[config.mk]
export PLATFORM = sky130hd
export DESIGN_NAME = lsu_sequencer_flat
export DESIGN_NICKNAME = d
export VERILOG_FILES = /design/src/rtl/lsu_sequencer_if.sv /design/src/rtl/lsu_sequencer.sv /design/src/flat_wrapper.sv
export SDC_FILE = /design/constraint.sdc
export NUM_CORES = 1
export LEC_CHECK = 0
export CORE_ASPECT_RATIO = 1.2
export CORE_UTILIZATION = 47
export DETAILED_ROUTE_END_ITERATION = 10
export GPL_TIMING_DRIVEN = 0
export PLACE_DENSITY = 0.95
export SYNTH_ARGS = -nofsm -noshare
export SYNTH_HDL_FRONTEND = slang
export SYNTH_SLANG_ARGS = --single-unit
[constraint.sdc]
create_clock -name clk_i -period 4 [get_ports clk_i]
set_input_delay 0.8 -clock clk_i [delete_from_list [all_inputs] [get_ports clk_i]]
set_output_delay 0.8 -clock clk_i [all_outputs]
set_load 0.02 [all_outputs]
[src/rtl/lsu_sequencer_if.sv]
// Data-bus interface between the load/store sequencer (master) and memory (slave).
// Request/grant handshake for the address phase, rvalid/err for the response.
interface lsu_sequencer_if;
  logic        req;
  logic        we;
  logic [31:0] addr;
  logic [3:0]  be;
  logic [31:0] wdata;
  logic        gnt;
  logic        rvalid;
  logic [31:0] rdata;
  logic        err;

  modport master (
    output req, we, addr, be, wdata,
    input  gnt, rvalid, rdata, err
  );

  modport slave (
    input  req, we, addr, be, wdata,
    output gnt, rvalid, rdata, err
  );
endinterface

[src/rtl/lsu_sequencer.sv]
// MEM-stage load/store sequencer: one bus transaction per memory op, load
// alignment/extension, misaligned and access-fault exceptions, pipeline stall.
// Memory op encoding: 0 NOP, 1 LB, 2 LH, 3 LW, 4 LBU, 5 LHU, 6 SB, 7 SH, 8 SW.
module lsu_sequencer #(
  parameter int unsigned TIMEOUT_CYCLES = 255
) (
  input  logic            clk_i,
  input  logic            rst_ni,
  input  logic            start_i,
  input  logic [3:0]      inst_type_i,
  input  logic [31:0]     addr_i,
  input  logic [31:0]     wdata_i,
  output logic            stall_o,
  output logic            done_o,
  output logic [31:0]     rdata_o,
  output logic            exc_o,
  output logic [31:0]     exc_cause_o,
  output logic [31:0]     exc_tval_o,
  lsu_sequencer_if.master bus
);

  localparam logic [3:0] MEM_NOP = 4'd0;
  localparam logic [3:0] MEM_LB  = 4'd1;
  localparam logic [3:0] MEM_LH  = 4'd2;
  localparam logic [3:0] MEM_LW  = 4'd3;
  localparam logic [3:0] MEM_LBU = 4'd4;
  localparam logic [3:0] MEM_LHU = 4'd5;
  localparam logic [3:0] MEM_SB  = 4'd6;
  localparam logic [3:0] MEM_SH  = 4'd7;
  localparam logic [3:0] MEM_SW  = 4'd8;

  // The counter only needs to reach TIMEOUT_CYCLES-1: that value in WAIT is the last wait cycle.
  localparam int unsigned CNT_W = (TIMEOUT_CYCLES > 1) ? $clog2(TIMEOUT_CYCLES) : 1;
  localparam logic [CNT_W-1:0] CNT_LAST = CNT_W'(TIMEOUT_CYCLES - 1);

  typedef enum logic [1:0] {
    S_IDLE,
    S_REQ,
    S_WAIT,
    S_DONE
  } state_t;

  state_t           state_reg, state_next;
  logic [3:0]       type_reg;
  logic [31:0]      addr_reg;
  logic [31:0]      wdata_reg;
  logic [31:0]      rdata_reg;
  logic [31:0]      cause_reg;
  logic             exc_reg;
  logic [CNT_W-1:0] cnt_reg;

  logic        in_valid, in_store, in_misaligned;
  logic        cur_store, in_req, timeout_hit;
  logic [7:0]  load_byte;
  logic [15:0] load_half;
  logic [31:0] load_data;
  logic [3:0]  store_be;
  logic [31:0] store_wdata;

  // Decode of the incoming op; unknown encodings are treated like MEM_NOP.
  assign in_valid      = start_i && (inst_type_i inside {MEM_LB, MEM_LH, MEM_LW, MEM_LBU,
                                                         MEM_LHU, MEM_SB, MEM_SH, MEM_SW});
  assign in_store      = inst_type_i inside {MEM_SB, MEM_SH, MEM_SW};
  assign in_misaligned = ((inst_type_i inside {MEM_LH, MEM_LHU, MEM_SH}) && addr_i[0]) ||
                         ((inst_type_i inside {MEM_LW, MEM_SW}) && (addr_i[1:0] != 2'b00));

  assign cur_store   = type_reg inside {MEM_SB, MEM_SH, MEM_SW};
  assign in_req      = (state_reg == S_REQ);
  assign timeout_hit = (cnt_reg == CNT_LAST);

  // State register with synchronous active-low reset.
  always_ff @(posedge clk_i) begin
    if (!rst_ni) state_reg <= S_IDLE;
    else         state_reg <= state_next;
  end

  // Next-state and stall decode.
  always_comb begin
    state_next = state_reg;
    stall_o    = 1'b0;
    case (state_reg)
      S_IDLE: begin
        if (in_valid) begin
          stall_o    = 1'b1;
          state_next = in_misaligned ? S_DONE : S_REQ;
        end
      end
      S_REQ: begin
        stall_o = 1'b1;
        if (bus.gnt) state_next = S_WAIT;
      end
      S_WAIT: begin
        stall_o = 1'b1;
        if (bus.rvalid || timeout_hit) state_next = S_DONE;
      end
      S_DONE: state_next = S_IDLE;
      default: state_next = S_IDLE;
    endcase
  end

  // Load alignment: pick the addressed lane, then sign- or zero-extend.
  always_comb begin
    load_byte = bus.rdata[{addr_reg[1:0], 3'b000} +: 8];
    load_half = addr_reg[1] ? bus.rdata[31:16] : bus.rdata[15:0];
    case (type_reg)
      MEM_LB:  load_data = {{24{load_byte[7]}}, load_byte};
      MEM_LBU: load_data = {24'h0, load_byte};
      MEM_LH:  load_data = {{16{load_half[15]}}, load_half};
      MEM_LHU: load_data = {16'h0, load_half};
      default: load_data = bus.rdata;
    endcase
  end

  // Per-lane byte enables and replicated store data.
  for (genvar gi = 0; gi < 4; gi++) begin : g_lane
    localparam logic [1:0] LANE = 2'(gi);
    assign store_be[gi] = (type_reg == MEM_SB) ? (addr_reg[1:0] == LANE) :
                          (type_reg == MEM_SH) ? (addr_reg[1] == LANE[1]) : 1'b1;
    assign store_wdata[8*gi +: 8] = (type_reg == MEM_SB) ? wdata_reg[7:0] :
                                    (type_reg == MEM_SH) ? wdata_reg[8*(gi%2) +: 8] :
                                                           wdata_reg[8*gi +: 8];
  end

  // Operand capture, response capture, timeout counter and exception status.
  always_ff @(posedge clk_i) begin
    if (!rst_ni) begin
      type_reg  <= MEM_NOP;
      addr_reg  <= '0;
      wdata_reg <= '0;
      rdata_reg <= '0;
      cause_reg <= '0;
      exc_reg   <= 1'b0;
      cnt_reg   <= '0;
    end else begin
      case (state_reg)
        S_IDLE: begin
          if (in_valid) begin
            type_reg  <= inst_type_i;
            addr_reg  <= addr_i;
            wdata_reg <= wdata_i;
            rdata_reg <= '0;
            exc_reg   <= in_misaligned;
            cause_reg <= in_store ? 32'd6 : 32'd4;
            cnt_reg   <= '0;
          end
        end
        S_WAIT: begin
          if (bus.rvalid) begin
            exc_reg   <= bus.err;
            cause_reg <= cur_store ? 32'd7 : 32'd5;
            rdata_reg <= (bus.err || cur_store) ? 32'h0 : load_data;
          end else if (timeout_hit) begin
            exc_reg   <= 1'b1;
            cause_reg <= cur_store ? 32'd7 : 32'd5;
          end else begin
            cnt_reg <= cnt_reg + 1'b1;
          end
        end
        S_DONE: cnt_reg <= '0;
        default: ;
      endcase
    end
  end

  // Bus drive: only meaningful while requesting, zero otherwise.
  assign bus.req   = in_req;
  assign bus.we    = in_req && cur_store;
  assign bus.addr  = in_req ? {addr_reg[31:2], 2'b00} : 32'h0;
  assign bus.be    = in_req ? store_be : 4'h0;
  assign bus.wdata = (in_req && cur_store) ? store_wdata : 32'h0;

  // Result outputs are qualified by DONE so they read as zero at all other times.
  assign done_o      = (state_reg == S_DONE);
  assign exc_o       = done_o && exc_reg;
  assign rdata_o     = (done_o && !exc_reg) ? rdata_reg : 32'h0;
  assign exc_cause_o = exc_o ? cause_reg : 32'h0;
  assign exc_tval_o  = exc_o ? addr_reg : 32'h0;

endmodule

[src/flat_wrapper.sv]
// flat-port wrapper written by rule: the top's interface ports become plain ports
module lsu_sequencer_flat 
#(
  parameter int unsigned TIMEOUT_CYCLES = 255
)
  (clk_i, rst_ni, start_i, inst_type_i, addr_i, wdata_i, stall_o, done_o, rdata_o, exc_o, exc_cause_o, exc_tval_o, bus_req, bus_we, bus_addr, bus_be, bus_wdata, bus_gnt, bus_rvalid, bus_rdata, bus_err);
  lsu_sequencer_if bus_i ();
  input  logic clk_i;
  input  logic rst_ni;
  input  logic start_i;
  input  logic [3:0] inst_type_i;
  input  logic [31:0] addr_i;
  input  logic [31:0] wdata_i;
  output logic stall_o;
  output logic done_o;
  output logic [31:0] rdata_o;
  output logic exc_o;
  output logic [31:0] exc_cause_o;
  output logic [31:0] exc_tval_o;
  output wire logic [$bits(bus_i.req)-1:0] bus_req;
  output wire logic [$bits(bus_i.we)-1:0] bus_we;
  output wire logic [$bits(bus_i.addr)-1:0] bus_addr;
  output wire logic [$bits(bus_i.be)-1:0] bus_be;
  output wire logic [$bits(bus_i.wdata)-1:0] bus_wdata;
  input wire logic [$bits(bus_i.gnt)-1:0] bus_gnt;
  input wire logic [$bits(bus_i.rvalid)-1:0] bus_rvalid;
  input wire logic [$bits(bus_i.rdata)-1:0] bus_rdata;
  input wire logic [$bits(bus_i.err)-1:0] bus_err;
  assign bus_req = bus_i.req;
  assign bus_we = bus_i.we;
  assign bus_addr = bus_i.addr;
  assign bus_be = bus_i.be;
  assign bus_wdata = bus_i.wdata;
  assign bus_i.gnt = bus_gnt;
  assign bus_i.rvalid = bus_rvalid;
  assign bus_i.rdata = bus_rdata;
  assign bus_i.err = bus_err;
  lsu_sequencer #(.TIMEOUT_CYCLES(TIMEOUT_CYCLES)) u_core (.clk_i(clk_i), .rst_ni(rst_ni), .start_i(start_i), .inst_type_i(inst_type_i), .addr_i(addr_i), .wdata_i(wdata_i), .stall_o(stall_o), .done_o(done_o), .rdata_o(rdata_o), .exc_o(exc_o), .exc_cause_o(exc_cause_o), .exc_tval_o(exc_tval_o), .bus(bus_i));
endmodule
==> out/results.tsv <==
metric	value	unit
place_inst	1290	
area_growth	52.1	%
cts-root-buf	clkbuf_16	
slew_viol_final	0	
ys_seq_area_frac	0.351	
drtPass1Iterations	5	
final_antenna_net_count	0	
layout.nets	1253	
overflow	0	
finalSetupViolCount	0	
fin_crit	3.89	ns
drc_errors	0	
port_buffers	243	
fin_cells	1322	
track_usage	0.314	
ctsLongestPathBuffers	2	
period_share	0.972	
cp_slowest_stage_delay	0.58	ns
r2r_end	u_core.rdata_reg[5]	
fill_cells	974	
syn_area	6500	um^2
tightestPinTransition	1.19	ns
rsz0062_at_grt	no	
crit_required	3.20	ns
grt_max_degree	17	
yosysUniqueCellTypes	58	
fin_skew	0.00531	ns
ys.flop_type	dfxtp_1	
path_class	register to output port	
r2r-start	u_core.addr_reg[0]	
path_buf_inv	3	
hold_class	register to register	
start_util	0.487	
io_pins	275	
cts_buffers	17	
antenna_found_initial	0	
crit_family	buffers and inverters	
wire_per_inst	17.0	um
coreArea	13400	um^2
crit_top_cell	clkbuf_1	
ys_warn_count	0	
die_h	131	um
cts_tree	done	
grt_pass1_vias	6777	
clock_sinks	114	
worstHoldEndpoint	u_core.rdata_reg[16]	
fin_area	9880	um^2
status	complete, no violations	
leakage	3.84	nW
place_area	9250	um^2
h-tree-depth	4	
clk_latency	0.41	ns
holdWs	0.443	ns
worstPathCellList	and3b_1 > a31oi_1 > nand2b_1 > clkbuf_1 > clkbuf_1 > a21oi_1 > clkdlybuf4s50_1	
finalHoldViolCount	0	
drt-initial-drc-count	583	
ys_seq_elements	114	
synthArstFlopShare	0	
hp-start	u_core.rdata_reg[16]	
layout-drive-gt1-share	0.0884	
r2r_setup_slack	1.64	ns
place.detailed.hpwl	16800	um
crit_path_end_kind	output port	
syn-instance-count	849	
place_congestion	0.910	
vdd_drop_max	357	uV
viasPerCell	5.45	
die-area	14300	um^2
finalWirelength	22400	um
hold_buffers	0	
synth_area_per_cell	7.65	um^2
fmax	0.257	GHz
insertedDiodeCount	0	
synth_edf_count	0	
vias	7200	
maxCapViolations	0	
die_x	109	um
relSlewSlack	0.196	
cp.arrival	3.09	ns
power	5.23	mW
crit_path_start_kind	register	
rows	46	
reg2reg_depth	5	
p_per_area	529	nW/um^2
crit_slowest_cell	clkdlybuf4s50_1	
crit_fanout	10	
min_path_cells	2	
cts.clk_slew.worst_paths	0.06	ns
grt_pass1_wl	34400	um
## report_power, final
group          internal [mW]  total, mW  leakage [nW]  switching (mW)
clock                   1.01       1.56         0.299           0.547
combinational          0.796       2.06          2.61            1.27
sequential              1.40       1.61         0.930           0.214
## kinds of logic (layout without fill, tap and decap cells)
| kind of cell | count (synthesis) | after routing | share of synthesized area |
|---|---|---|---|
| DFF | 114 | 114 | 0.351 |
| AOI/OAI and AO/OA | 191 | 191 | 0.202 |
| muxes | 19 | 19 | 0.0447 |
| adders and majority gates | 6 | 6 | 0.0116 |
| xor gates and xnor gates | 1 | 1 | 0.00135 |
| buffers and inverters | 106 | 381 | 0.0841 |
| other | 1 | 31 | 0.000577 |
| and+or+nand+nor | 411 | 411 | 0.305 |
## metrics by stage
step	setup WS, ns	util	setup TNS [ns]
after floorplan	1.10	-	0
after global placement	-0.282	0.693	-0.282
after detailed placement	-0.262	0.693	-0.262
after CTS	0.0192	0.739	0
after global routing	0.00431	0.740	0
final	0.113	0.740	0
## timing repair
action | CTS | global route
pin swaps | 1 | 0
setup buffers | 1 | 0
endpoints found under the setup margin | 1 | 21
gates resized for setup | 2 | 5
## synth_stat cells (2+ instances only)
cell,n,share of area
clkbuf_1,48,0.028
nand3b_1,2,0.0023
nor3_1,5,0.0039
nand2b_1,4,0.0039
a21oi_1,27,0.021
nor3b_1,2,0.0023
and3_1,36,0.035
nor4_1,2,0.0019
mux4_2,8,0.028
a31o_2,2,0.0027
and4_1,2,0.0027
a211oi_1,9,0.010
o22ai_1,10,0.0096
nand3_1,10,0.0077
and3b_1,2,0.0027
o211ai_1,2,0.0023
or2_2,2,0.0019
a31oi_1,2,0.0019
ha_1,6,0.012
buf_1,3,0.0017
inv_1,9,0.0052
buf_2,11,0.0085
mux2i_1,11,0.017
a21boi_0,72,0.083
nand4b_1,3,0.0040
or3b_2,2,0.0027
nor2_1,35,0.020
o21ai_0,39,0.030
and2_1,74,0.071
buf_4,34,0.039
nand4_1,5,0.0048
dfxtp_1,114,0.35
nand2_1,210,0.12
nor2b_1,9,0.0087
a222oi_1,8,0.012
o21a_1,6,0.0069
or4_1,2,0.0023
## worst max-delay path by stage
stage	cells after the start	to	startpoint	slack [ns]
after floorplan	6	stall_o	inst_type_i[0]	1.10
after global placement	8	stall_o	inst_type_i[3]	-0.28
after detailed placement	8	stall_o	inst_type_i[3]	-0.26
after CTS	8	stall_o	inst_type_i[0]	0.02
after global routing	7	bus_wdata[20]	u_core.type_reg[3]	0.004
final	7	bus_wdata[23]	u_core.type_reg[3]	0.11
## worst min-delay path: cells and delay by family, from the launching register on
family / cells / cell delay [ns]
AO/OA/AOI/OAI: 1 / 0.05
flip-flops: 1 / 0.31
AND/OR/NAND/NOR: 1 / 0.04
## placed cells by master (no fill, tap or decap), drive strengths merged, types with 4 or more instances in the layout
| cell type | count |
|---|---|
| clkdlybuf4s50 | 240 |
| buf | 50 |
| clkinv | 8 |
| nand2 | 210 |
| a211oi | 10 |
| nand4 | 5 |
| conb | 31 |
| and2 | 74 |
| nand3 | 10 |
| ha | 6 |
| nand2b | 4 |
| mux4 | 8 |
| and3 | 36 |
| clkbuf | 66 |
| nor2b | 9 |
| o22ai | 10 |
| nor2 | 36 |
| o21ai | 40 |
| inv | 9 |
| a21boi | 72 |
| o21a | 6 |
| nor3 | 5 |
| mux2i | 11 |
| a21oi | 27 |
| a222oi | 8 |
| dfxtp | 114 |
## final cells by class
cell class                 count  area, um^2  share of cell area
buffer                        96         512              0.0518
clock buffer                  19         453              0.0458
clock inverter                13         160              0.0162
inverter                       9        33.8             0.00342
multi-input combinational    659        3790               0.383
sequential                   114        2280               0.231
tap                          168         210              0.0213
timing repair buffer         244        2440               0.247
## metal layers
metal	share of wire	track usage	wire, um
met5	0	0	0
met2	0.50	0.562	11300
met1	0.37	0.348	8200
met4	0.035	0.143	784
met3	0.095	0.0794	2120
Power figures use the tool's default switching activity.
